==> config.mk <==
export PLATFORM = sky130hd
export DESIGN_NAME = pdetect_frame_sync
export DESIGN_NICKNAME = d
export VERILOG_FILES = /design/src/rtl/pdetect_frame_sync.sv
export SDC_FILE = /design/constraint.sdc
export NUM_CORES = 1
export LEC_CHECK = 0
export BUFFER_PORTS_ARGS = -buffer_cell sky130_fd_sc_hd__buf_2
export CAP_MARGIN = 20
export CORE_MARGIN = 1.5
export CORE_UTILIZATION = 60
export CTS_BUF_LIST = sky130_fd_sc_hd__clkbuf_4
export DETAILED_ROUTE_END_ITERATION = 12
export PLACE_DENSITY = 0.84
export SYNTH_ARGS = -nofsm -noshare
export SYNTH_HDL_FRONTEND = slang
export SYNTH_SLANG_ARGS = --single-unit
==> constraint.sdc <==
create_clock -name i_clk -period 3.5 [get_ports i_clk]
set_input_delay 0.875 -clock i_clk [delete_from_list [all_inputs] [get_ports i_clk]]
set_output_delay 0.875 -clock i_clk [all_outputs]
set_load 0.05 [all_outputs]
==> src/rtl/pdetect_frame_sync.sv <==
// Byte-stream frame synchroniser: hunt/verify/lock on a programmable 32-bit sync word, payload delivery.
// Optional PDETECT_SYNC_STATS_EN adds o_frame_cnt / o_slip_cnt statistics outputs.
module pdetect_frame_sync #(
   parameter int unsigned FRAME_LEN     = 64,
   parameter int unsigned VERIFY_COUNT  = 2,
   parameter int unsigned LOSS_COUNT    = 3,
   parameter logic [31:0] RESET_PATTERN = 32'h0A0B0C0D
) (
   input  logic        i_clk,
   input  logic        i_rst,
   input  logic        i_valid,
   input  logic [7:0]  i_data,
   input  logic        i_cfg_load,
   input  logic [31:0] i_cfg_pattern,
   output logic        o_valid,
   output logic [7:0]  o_data,
   output logic        o_sof,
   output logic        o_eof,
   output logic        o_locked,
   output logic [1:0]  o_state
`ifdef PDETECT_SYNC_STATS_EN
   ,
   output logic [15:0] o_frame_cnt,
   output logic [7:0]  o_slip_cnt
`endif
);

   localparam int unsigned CW = $clog2(FRAME_LEN);
   localparam int unsigned HW = $clog2(VERIFY_COUNT + 1);
   localparam int unsigned MW = $clog2(LOSS_COUNT + 1);

   typedef enum logic [1:0] {
      HUNT   = 2'd0,
      VERIFY = 2'd1,
      LOCKED = 2'd2
   } state_t;

   state_t          state, state_d;
   logic [31:0]     pattern;
   logic [23:0]     window;
   logic [1:0]      fill;
   logic [CW-1:0]   cnt, cnt_d;
   logic [HW-1:0]   hits, hits_d;
   logic [MW-1:0]   misses, misses_d;
   logic            match;
   logic            ckpt;
   logic            pay;
   logic            pay_sof;
   logic            pay_eof;

   assign match   = i_valid && (fill == 2'd3) && ({window, i_data} == pattern);
   assign ckpt    = (cnt == CW'(FRAME_LEN - 1));
   assign pay     = i_valid && (state == LOCKED) && (cnt <= CW'(FRAME_LEN - 5));
   assign pay_sof = pay && (cnt == '0);
   assign pay_eof = pay && (cnt == CW'(FRAME_LEN - 5));
   assign o_state = state;

   // State register; a pattern reload restarts the hunt
   always_ff @(posedge i_clk) begin
      if (i_rst || i_cfg_load) state <= HUNT;
      else                     state <= state_d;
   end

   // Next-state and frame-position counters, evaluated on each accepted byte
   always_comb begin
      state_d  = state;
      cnt_d    = cnt;
      hits_d   = hits;
      misses_d = misses;
      if (i_valid) begin
         cnt_d = ckpt ? '0 : cnt + CW'(1);
         unique case (state)
            HUNT: begin
               if (match) begin
                  state_d = VERIFY;
                  hits_d  = '0;
                  cnt_d   = '0;
               end
            end
            VERIFY: begin
               if (ckpt) begin
                  if (match) begin
                     hits_d = hits + HW'(1);
                     if (32'(hits) + 32'd1 >= VERIFY_COUNT) begin
                        state_d  = LOCKED;
                        misses_d = '0;
                     end
                  end else begin
                     state_d = HUNT;
                  end
               end
            end
            LOCKED: begin
               if (ckpt) begin
                  if (match) begin
                     misses_d = '0;
                  end else if (32'(misses) + 32'd1 >= LOSS_COUNT) begin
                     state_d  = HUNT;
                     misses_d = '0;
                  end else begin
                     misses_d = misses + MW'(1);
                  end
               end
            end
            default: state_d = HUNT;
         endcase
      end
   end

   // Datapath: sync history, counters and registered payload outputs
   always_ff @(posedge i_clk) begin
      if (i_rst) begin
         pattern  <= RESET_PATTERN;
         window   <= '0;
         fill     <= '0;
         cnt      <= '0;
         hits     <= '0;
         misses   <= '0;
         o_valid  <= 1'b0;
         o_data   <= '0;
         o_sof    <= 1'b0;
         o_eof    <= 1'b0;
         o_locked <= 1'b0;
      end else if (i_cfg_load) begin
         pattern  <= i_cfg_pattern;
         fill     <= '0;
         cnt      <= '0;
         hits     <= '0;
         misses   <= '0;
         o_valid  <= 1'b0;
         o_sof    <= 1'b0;
         o_eof    <= 1'b0;
         o_locked <= 1'b0;
      end else begin
         cnt      <= cnt_d;
         hits     <= hits_d;
         misses   <= misses_d;
         o_valid  <= pay;
         o_sof    <= pay_sof;
         o_eof    <= pay_eof;
         o_locked <= (state_d == LOCKED);
         if (pay) o_data <= i_data;
         if (i_valid) begin
            window <= {window[15:0], i_data};
            if (fill != 2'd3) fill <= fill + 2'd1;
         end
      end
   end

`ifdef PDETECT_SYNC_STATS_EN
   logic loss_drop;

   // Only the loss path leaves LOCKED for HUNT; reloads are handled separately
   assign loss_drop = i_valid && (state == LOCKED) && (state_d == HUNT);

   always_ff @(posedge i_clk) begin
      if (i_rst || i_cfg_load) begin
         o_frame_cnt <= '0;
         o_slip_cnt  <= '0;
      end else begin
         if (pay_eof && (o_frame_cnt != '1)) o_frame_cnt <= o_frame_cnt + 16'd1;
         if (loss_drop && (o_slip_cnt != '1)) o_slip_cnt <= o_slip_cnt + 8'd1;
      end
   end
`endif

endmodule
Yosys cells after proc, flatten, opt, wreduce, memory -nomap -nowiden
Cells that the tools add are included.
{"block": "totals", "ff_bits": 82, "input_bits": 44}
{"block": "op_classes", "muxes": 23, "reduce_logical": 17, "n_bitwise": 1, "addsub": 6, "eq_ne": 13, "magnitude_cmp": 3}
{"cell": "$mux W2", "count": 17}
{"cell": "$eq A32 B32 Y1", "count": 1}
{"cell": "$mux W6", "count": 3}
{"cell": "$eq A6 B6 Y1 const B", "count": 2}
{"cell": "$ne A2 B2 Y1 const B", "count": 6}
{"cell": "$pmux W2 S2", "count": 2}
{"cell": "$add A2 B1 Y2 const B", "count": 3}
{"cell": "$add A2 B1 Y3 const B", "count": 2}
{"cell": "$add A6 B1 Y6 const B", "count": 1}
{"cell": "$eq A2 B2 Y1 const B", "count": 3}
{"cell": "$ge A3 B2 Y1 const B", "count": 2}
{"cell": "$le A6 B6 Y1 const B", "count": 1}
{"cell": "$logic_and A1 B1 Y1", "count": 6}
{"cell": "$logic_not A6 Y1", "count": 1}
{"cell": "$pmux W2 S3", "count": 1}
{"cell": "$reduce_and A2 Y1", "count": 3}
{"cell": "$reduce_and A6 Y1", "count": 1}
{"cell": "$reduce_and A5 Y1", "count": 1}
{"cell": "$reduce_bool A2 Y1", "count": 2}
{"cell": "$eq A2 B1 Y1 const B", "count": 1}
{"cell": "$logic_not A2 Y1", "count": 1}
{"cell": "$reduce_or A2 Y1", "count": 1}
{"cell": "$logic_or A1 B1 Y1", "count": 1}
{"cell": "$not A1 Y1", "count": 1}

Depth between registers and ports, before layout
Gate-level depths: netlist of the first run.
{"block": "depth", "ltp_word": 8, "depth_mapped": 8}

Worst setup path after synthesis of the first run
Ideal clock, no wire load.
{"block": "synth_timing", "path_type": "input to register", "start": "input port i_valid", "end": "register hits[1]", "t_arrival_ns": 2.547, "required_ns": 3.430, "setup_slack_ns": 0.883, "cell_stages": 8, "n_path_buf": 2, "cell_sequence": "buf_6 -> nand2_2 -> a2111oi_4 -> nand4_1 -> or4_1 -> buf_2 -> or3_1 -> a21oi_1"}
{"block": "synth_via", "elab_chain_len": 4, "word_cells_on_any_way": 5}
{"item": "start: declaration", "line": "11", "text": "input logic i_valid,"}
{"item": "$logic_and A1 B1 Y1 (2 in a row)", "line": "51", "text": "assign match = i_valid && (fill == 2'd3) && ({window, i_data} == pattern);"}
{"item": "$ne A2 B2 Y1 (no line)"}
{"item": "$reduce_and A5 Y1 (no line) *"}
{"item": "end signal: assignment", "line": "136", "text": "hits <= hits_d;"}
{"item": "end: declaration", "line": "43", "text": "logic [HW-1:0] hits, hits_d;"}
Every way passes the cells marked *; elsewhere a longest branch is shown, timed or not.
A chain may end at the register's enable or synchronous reset.

Worst setup path after layout of the first run
{"block": "layout_timing", "start": "input port i_data[1]", "end": "register hits[1]"}
{"block": "layout_via", "elab_chain_len": 4, "word_cells_on_any_way": 5}
{"item": "start: declaration", "line": "12", "text": "input logic [7:0] i_data,"}
{"item": "$eq A32 B32 Y1 *", "line": "51"}
{"item": "$logic_and A1 B1 Y1 *", "line": "51"}
{"item": "$ne A2 B2 Y1 (no line)"}
{"item": "$reduce_and A5 Y1 (no line) *"}
Marks and branches as above.

==> impl_metrics.toml, run 1 <==
[routing]
wl_per_cell_um = 14.1
drc = 0
num_vias = 2864
vias_per_cell = 5.50
drt_iter0_drc = 164
first_pass_iters = 4
postRouteAntennaNets = 0
routed_wl_um = 7370

[pwr]
leakagePower_nw = 1.74
ir_drop_mv = 0.360
design_power_total_w = 0.00178
powerDensity_nw_per_um2 = 446

[placement]
hpwl_um = 5160
placement.io_buffers = 57
gp_congestion = 0.850

[logic_synthesis]
synth_seq_cells = 82
ys_async_sr_fraction = 0
synth_edf_count = 0
synth.yosys.seq_area_share = 0.468
postSynthAreaPerCell_um2 = 8.87
syn_nets = 444
synth_area_leaders = "dfxtp_1 (47%), mux2i_1 (8.8%), nand2_1 (6.6%)"
synth_cells = 396
synth_top_cell_by_area = "dfxtp_1"
yosysTopAreaCellShare = 0.468
yosysWarnings = 0
syn_area_um2 = 3510
synth_flop_cell = "dfxtp_1"
synth_cell_types = 38

[sta]
hold_violations = 0
finalCriticalPeriod_ps = 2500
rsz0062_at_grt = "no"
worstMarginPinSlew_ps = 660
holdWs_ps = 478
fin_setup_tns_ps = 0
finalCritPeriodShare = 0.714
timing.fmax_mhz = 400
setup_viol = 0
finalClockSkew_ps = 16.1
final-max-slew-violation-count = 0
slew_headroom = 0.560

[finish]
fin_nets = 492
antennaDiodeCount = 0
drive_above_1_share = 0.185
area_delta_synth_final_pct = 13.5
seq_area_um2 = 1640
multi_input_area_um2 = 1730
fillers = 449

[setup_path]
timing.rr.start = "fill[0]$_SDFFE_PP0P_"
r2r_cells = 7
end_kind = "register"
path_cells = "buf_2, xor2_1, nor4_1, nand3_1, or4_1, or3_1, a21oi_1"
cp_slowest_cell = "or4_1"
crit_fanout = 10
crit_path_max_incr_delay_ps = 720
crit_type = "in -> reg"
crit_arrival_ps = 2870
cp-start-kind = "input pin"
crit_buf_inv = 1
cp_top_family = "simple AND/OR/NAND/NOR gates"
worstPathRequired_ps = 3870
r2r-end = "hits[1]$_SDFFE_PP0P_"
ff2ff_setup_slack_ps = 1040

[grt]
antenna_found_initial = 0
grt_pass1_wl_um = 12000
grt_pass1_vias = 2570
grt_usage = 0.247
overflow = 0
grt_max_degree = 44

[hold_path]
whs_endpoint = "window[20]$_SDFFE_PP0P_"
min_path_type = "reg -> reg"
hold_path_depth = 2
min_from = "window[20]$_SDFFE_PP0P_"

[die]
core_um2 = 5570
dieArea_um2 = 6320
fp.dieH_um = 79.5
rows = 27
ios = 58
start_util = 0.630
die_w_um = 79.5

[cts]
cts_root_buffer = "clkbuf_4"
clk_latency_ps = 440
cts_hold_buffers = 0
path_clk_slew_ps = 140
h-tree-depth = 3
cts_buffers = 9
cts.repair_timing.setup_buffer_count = 0
cts_tree = "built"
ctsResizeCount = 0
cts.sinks = 82
clock_path_buffers = 2

[status]
status = "finished, final reports clean"

[run]
maxCapViolCount = 0
-- power breakdown --
group / switching (W) / internal [W] / total [W]
Clock: 0.000343 / 0.000297 / 0.000639
Sequential: 0.0000256 / 0.000964 / 0.000990
Combinational: 0.0000802 / 0.0000685 / 0.000149
Total: 0.000448 / 0.00133 / 0.00178
-- synthesized netlist by cell type, types with 4 or more instances --
| master | instances |
|---|---|
| o21ai_0 | 9 |
| nor4_1 | 9 |
| mux2i_1 | 31 |
| dfxtp_1 | 82 |
| nand2_1 | 62 |
| xnor2_1 | 8 |
| nand4_1 | 5 |
| a211o_1 | 9 |
| xor2_1 | 24 |
| nand3_1 | 4 |
| clkbuf_1 | 22 |
| nor2b_1 | 13 |
| nor2_1 | 38 |
| ha_1 | 4 |
| a21oi_1 | 35 |
| nor3_1 | 5 |
| inv_1 | 9 |
-- registers in the layout (all words and copies together) (netlist names), 2 cells and up --
signal,flops
window,24
pattern,32
misses,2
fill,2
o_data,8
o_state,2
cnt,6
hits,2
-- cells by family after synthesis --
group	share of synthesized area
fa+ha+maj	0.0143
mux	0.0884
xor+xnor	0.0798
simple gates	0.201
flops	0.468
compound gates	0.110
buf+inv	0.0388
-- worst register-to-register path: cells and delay by family, from the launching register on --
kind                       cells  cell delay [ps]
AOI/OAI and AO/OA              2              410
DFF                            1              380
adders and majority gates      1              230
and+or+nand+nor                4             1390
-- routing by layer --
| metal | up-vias | share of wire | track usage |
|---|---|---|---|
| li1 | 1440 | - | - |
| met5 | - | 0 | 0 |
| met1 | 1335 | 0.46 | 0.319 |
| met4 | 0 | 0.018 | 0.109 |
| met3 | 13 | 0.050 | 0.0514 |
| met2 | 76 | 0.48 | 0.396 |
-- final cells by class --
type | instances | share of cell area
tap | 72 | 0.0226
multi-input combinational | 280 | 0.435
clock inverter | 7 | 0.0254
sequential | 82 | 0.412
inverter | 10 | 0.00942
timing repair buffer | 61 | 0.0791
clock buffer | 9 | 0.0169
-- worst max path at each step --
stage                                     from                   end  cells past startpoint
after floorplan                        i_valid  hits[1]$_SDFFE_PP0P_                      8
after global placement               i_data[3]  hits[1]$_SDFFE_PP0P_                      7
after detailed placement             i_data[1]  hits[1]$_SDFFE_PP0P_                      7
after CTS                 fill[0]$_SDFFE_PP0P_  hits[1]$_SDFFE_PP0P_                      7
after global routing      fill[0]$_SDFFE_PP0P_  hits[1]$_SDFFE_PP0P_                      7
final                                i_data[1]  hits[1]$_SDFFE_PP0P_                      7
-- cells in the final DEF (no fill, tap or decap), drive strengths merged, types with 11 or more instances in the layout --
| cell | synthesis | layout |
|---|---|---|
| nor2 | 38 | 38 |
| inv | 9 | 11 |
| nand2 | 63 | 63 |
| xor2 | 24 | 24 |
| mux2i | 31 | 31 |
| a21oi | 35 | 35 |
| buf | 2 | 61 |
| nor2b | 14 | 14 |
| dfxtp | 82 | 82 |
-- through the flow --
step,setup WS (ps),instances,utilization,cell area [um2]
finish,1000,521,0.715,3990
global route,928,521,0.715,3990
CTS,1000,521,0.715,3990
detailed placement,533,505,0.685,3820
global placement,592,505,0.685,3820
floorplan,883,396,-,3510
No activity file was read; power rests on OpenSTA's default activity.
==> inputs of run 2 (changes only) <==
--- a/config.mk
+++ b/config.mk
@@ -8,10 +8,10 @@
 export BUFFER_PORTS_ARGS = -buffer_cell sky130_fd_sc_hd__buf_2
 export CAP_MARGIN = 20
 export CORE_MARGIN = 1.5
-export CORE_UTILIZATION = 60
+export CORE_UTILIZATION = 58
 export CTS_BUF_LIST = sky130_fd_sc_hd__clkbuf_4
 export DETAILED_ROUTE_END_ITERATION = 12
-export PLACE_DENSITY = 0.84
+export PLACE_DENSITY = 0.82
 export SYNTH_ARGS = -nofsm -noshare
 export SYNTH_HDL_FRONTEND = slang
 export SYNTH_SLANG_ARGS = --single-unit
==> constraint.sdc (replaced) <==
create_clock -name i_clk -period 2.31 [get_ports i_clk]
set_input_delay 0.5775 -clock i_clk [delete_from_list [all_inputs] [get_ports i_clk]]
set_output_delay 0.5775 -clock i_clk [all_outputs]
set_load 0.05 [all_outputs]
==> run 2 against run 1 <==
Global-route usage fell by 0.30 points. Routed wire length rose by 1.2%. Register-to-register slack got worse by 920 ps. Die area rose by 3.3%. Core utilization fell by 1.8 points. Clock-buffer cell count rose by 1. Critical path depth did not move. Critical endpoint unchanged.
==> impl_metrics.toml, run 2 (synthesis results as in run 1) <==
[pwr]
leakagePower_nw = 1.80
power.internal_w = 0.00202
powerDensity_nw_per_um2 = 648
netSwitchingFraction = 0.239
switchingPower_w = 0.000636
pwr-share-seq = 0.564
pwr-share-clk = 0.345
ir_drop_mv = 0.449
combPwrFrac = 0.092

[finish]
drive_above_1_share = 0.223
fillers = 460
reg_top3 = "pattern (32), window (24), o_data (8)"
fin_cells = 537
multi_input_area_um2 = 1750
area_delta_synth_final_pct = 16.9
antennaDiodeCount = 0
final_cell_mix = "dfxtp_1 (80), nand2_1 (62), buf_2 (57)"
fin_nets = 506
seq_area_um2 = 1640
layout_commonest_cell = "dfxtp_1"
regMostFlops = "pattern"
largest_register_ffs = 32

[die]
start_util = 0.597
die_w_um = 80.8
ios = 58
core_um2 = 5890
rows = 28
dieArea_um2 = 6530
fp.dieH_um = 80.8

[grt]
grt_max_degree = 33
grt_pass1_vias = 2669
overflow = 0
grt_pass1_wl_um = 12100
antenna_found_initial = 0
grt_usage = 0.244

[routing]
drt_iter0_drc = 153
first_pass_iters = 4
vias_per_cell = 5.42
drc = 0
num_vias = 2909
postRouteAntennaNets = 0
routed_wl_um = 7460
wl_per_cell_um = 13.9

[cts]
cts_tree = "built"
path_clk_slew_ps = 130
clk_latency_ps = 410
h-tree-depth = 3
cts_root_buffer = "clkbuf_4"
cts_hold_buffers = 0
cts_buffers = 9
cts.sinks = 82
clock_path_buffers = 2

[hold_path]
whs_endpoint = "pattern[0]$_SDFFE_PP1P_"
min_from = "i_cfg_pattern[0]"
min_path_type = "in -> reg"
hold_path_depth = 2

[setup_path]
r2r-end = "hits[1]$_SDFFE_PP0P_"
ff2ff_setup_slack_ps = 120
crit_arrival_ps = 2540
cp-start-kind = "register"
end_kind = "register"
crit_fanout = 7
worstPathRequired_ps = 2670
timing.rr.start = "window[15]$_SDFFE_PP0P_"
r2r_cells = 7
crit_type = "reg -> reg"

[sta]
worstMarginPinSlew_ps = 547
finalCritPeriodShare = 0.946
finalCriticalPeriod_ps = 2190
timing.fmax_mhz = 458
finalClockSkew_ps = 12.6
slew_headroom = 0.632
final-max-slew-violation-count = 0
holdWs_ps = 352
setup_viol = 0
rsz0062_at_grt = "no"
hold_violations = 0

[placement]
dp_cells = 520
placement.io_buffers = 57
hpwl_um = 5360
gp_congestion = 0.779

[status]
status = "finished, final reports clean"

[run]
maxCapViolCount = 0
## run 2: per-stage QoR
stage	TNS [ps]	util	total power [W]	worst slack (ps)	cell area [um2]
detailed placement	-2430	0.665	0.00177	-326	3910
finish	0	0.697	0.00266	125	4110
CTS	0	0.692	0.00267	15.9	4070
global route	0	0.697	0.00277	24.1	4110
floorplan	0	-	0.00167	15.7	3520
global placement	-2100	0.665	0.00176	-266	3910
## run 2: worst max-delay path by stage
stage | slack [ps] | depth (start not counted) | startpoint | endpoint
floorplan | 20 | 7 | i_data[1] | hits[1]$_SDFFE_PP0P_
global placement | -270 | 7 | i_data[3] | hits[1]$_SDFFE_PP0P_
detailed placement | -330 | 7 | i_data[3] | cnt[1]$_SDFFE_PP0P_
CTS | 20 | 7 | window[6]$_SDFFE_PP0P_ | hits[1]$_SDFFE_PP0P_
global route | 20 | 8 | window[15]$_SDFFE_PP0P_ | hits[0]$_SDFFE_PP0P_
finish | 120 | 7 | window[15]$_SDFFE_PP0P_ | hits[1]$_SDFFE_PP0P_
## run 2: power by group through the flow
stage / Sequential, W / Clock (W) / Combinational [W]
floorplan: 0.00152 / 0 / 0.000152
global placement: 0.00153 / 0 / 0.000237
detailed placement: 0.00153 / 0 / 0.000241
CTS: 0.00150 / 0.000926 / 0.000244
global route: 0.00150 / 0.000994 / 0.000271
finish: 0.00150 / 0.000916 / 0.000244
## run 2: routing by layer
metal  up-vias  part of all wire  GRT usage
li1       1460                 -          -
met3        13             0.051     0.0584
met2        88              0.49      0.400
met5         -                 0          0
met1      1348              0.44      0.310
met4         0             0.019     0.0914
## run 2: layout make-up
type	instances	share of cell area
inverter	10	0.00914
multi-input combinational	280	0.427
sequential	82	0.400
timing repair buffer	75	0.102
clock buffer	10	0.0183
tap	75	0.0229
clock inverter	5	0.0195
## run 2: critical path, cell delays in order (launching register included)
cell	delay [ps]
dfxtp_2	350
xor2_1	160
nor4_2	290
buf_4	150
nand3_1	80
or4_4	600
or3_4	350
a21oi_2	140
## run 2: timing repair
action / in CTS / in global routing
setup endpoints to repair: 4 / 6
setup buffers: 0 / 2
endpoints found under the hold margin: 0 / 0
gates resized for setup: 2 / 7
gates cloned: 0 / 0
pin swaps: 0 / 4
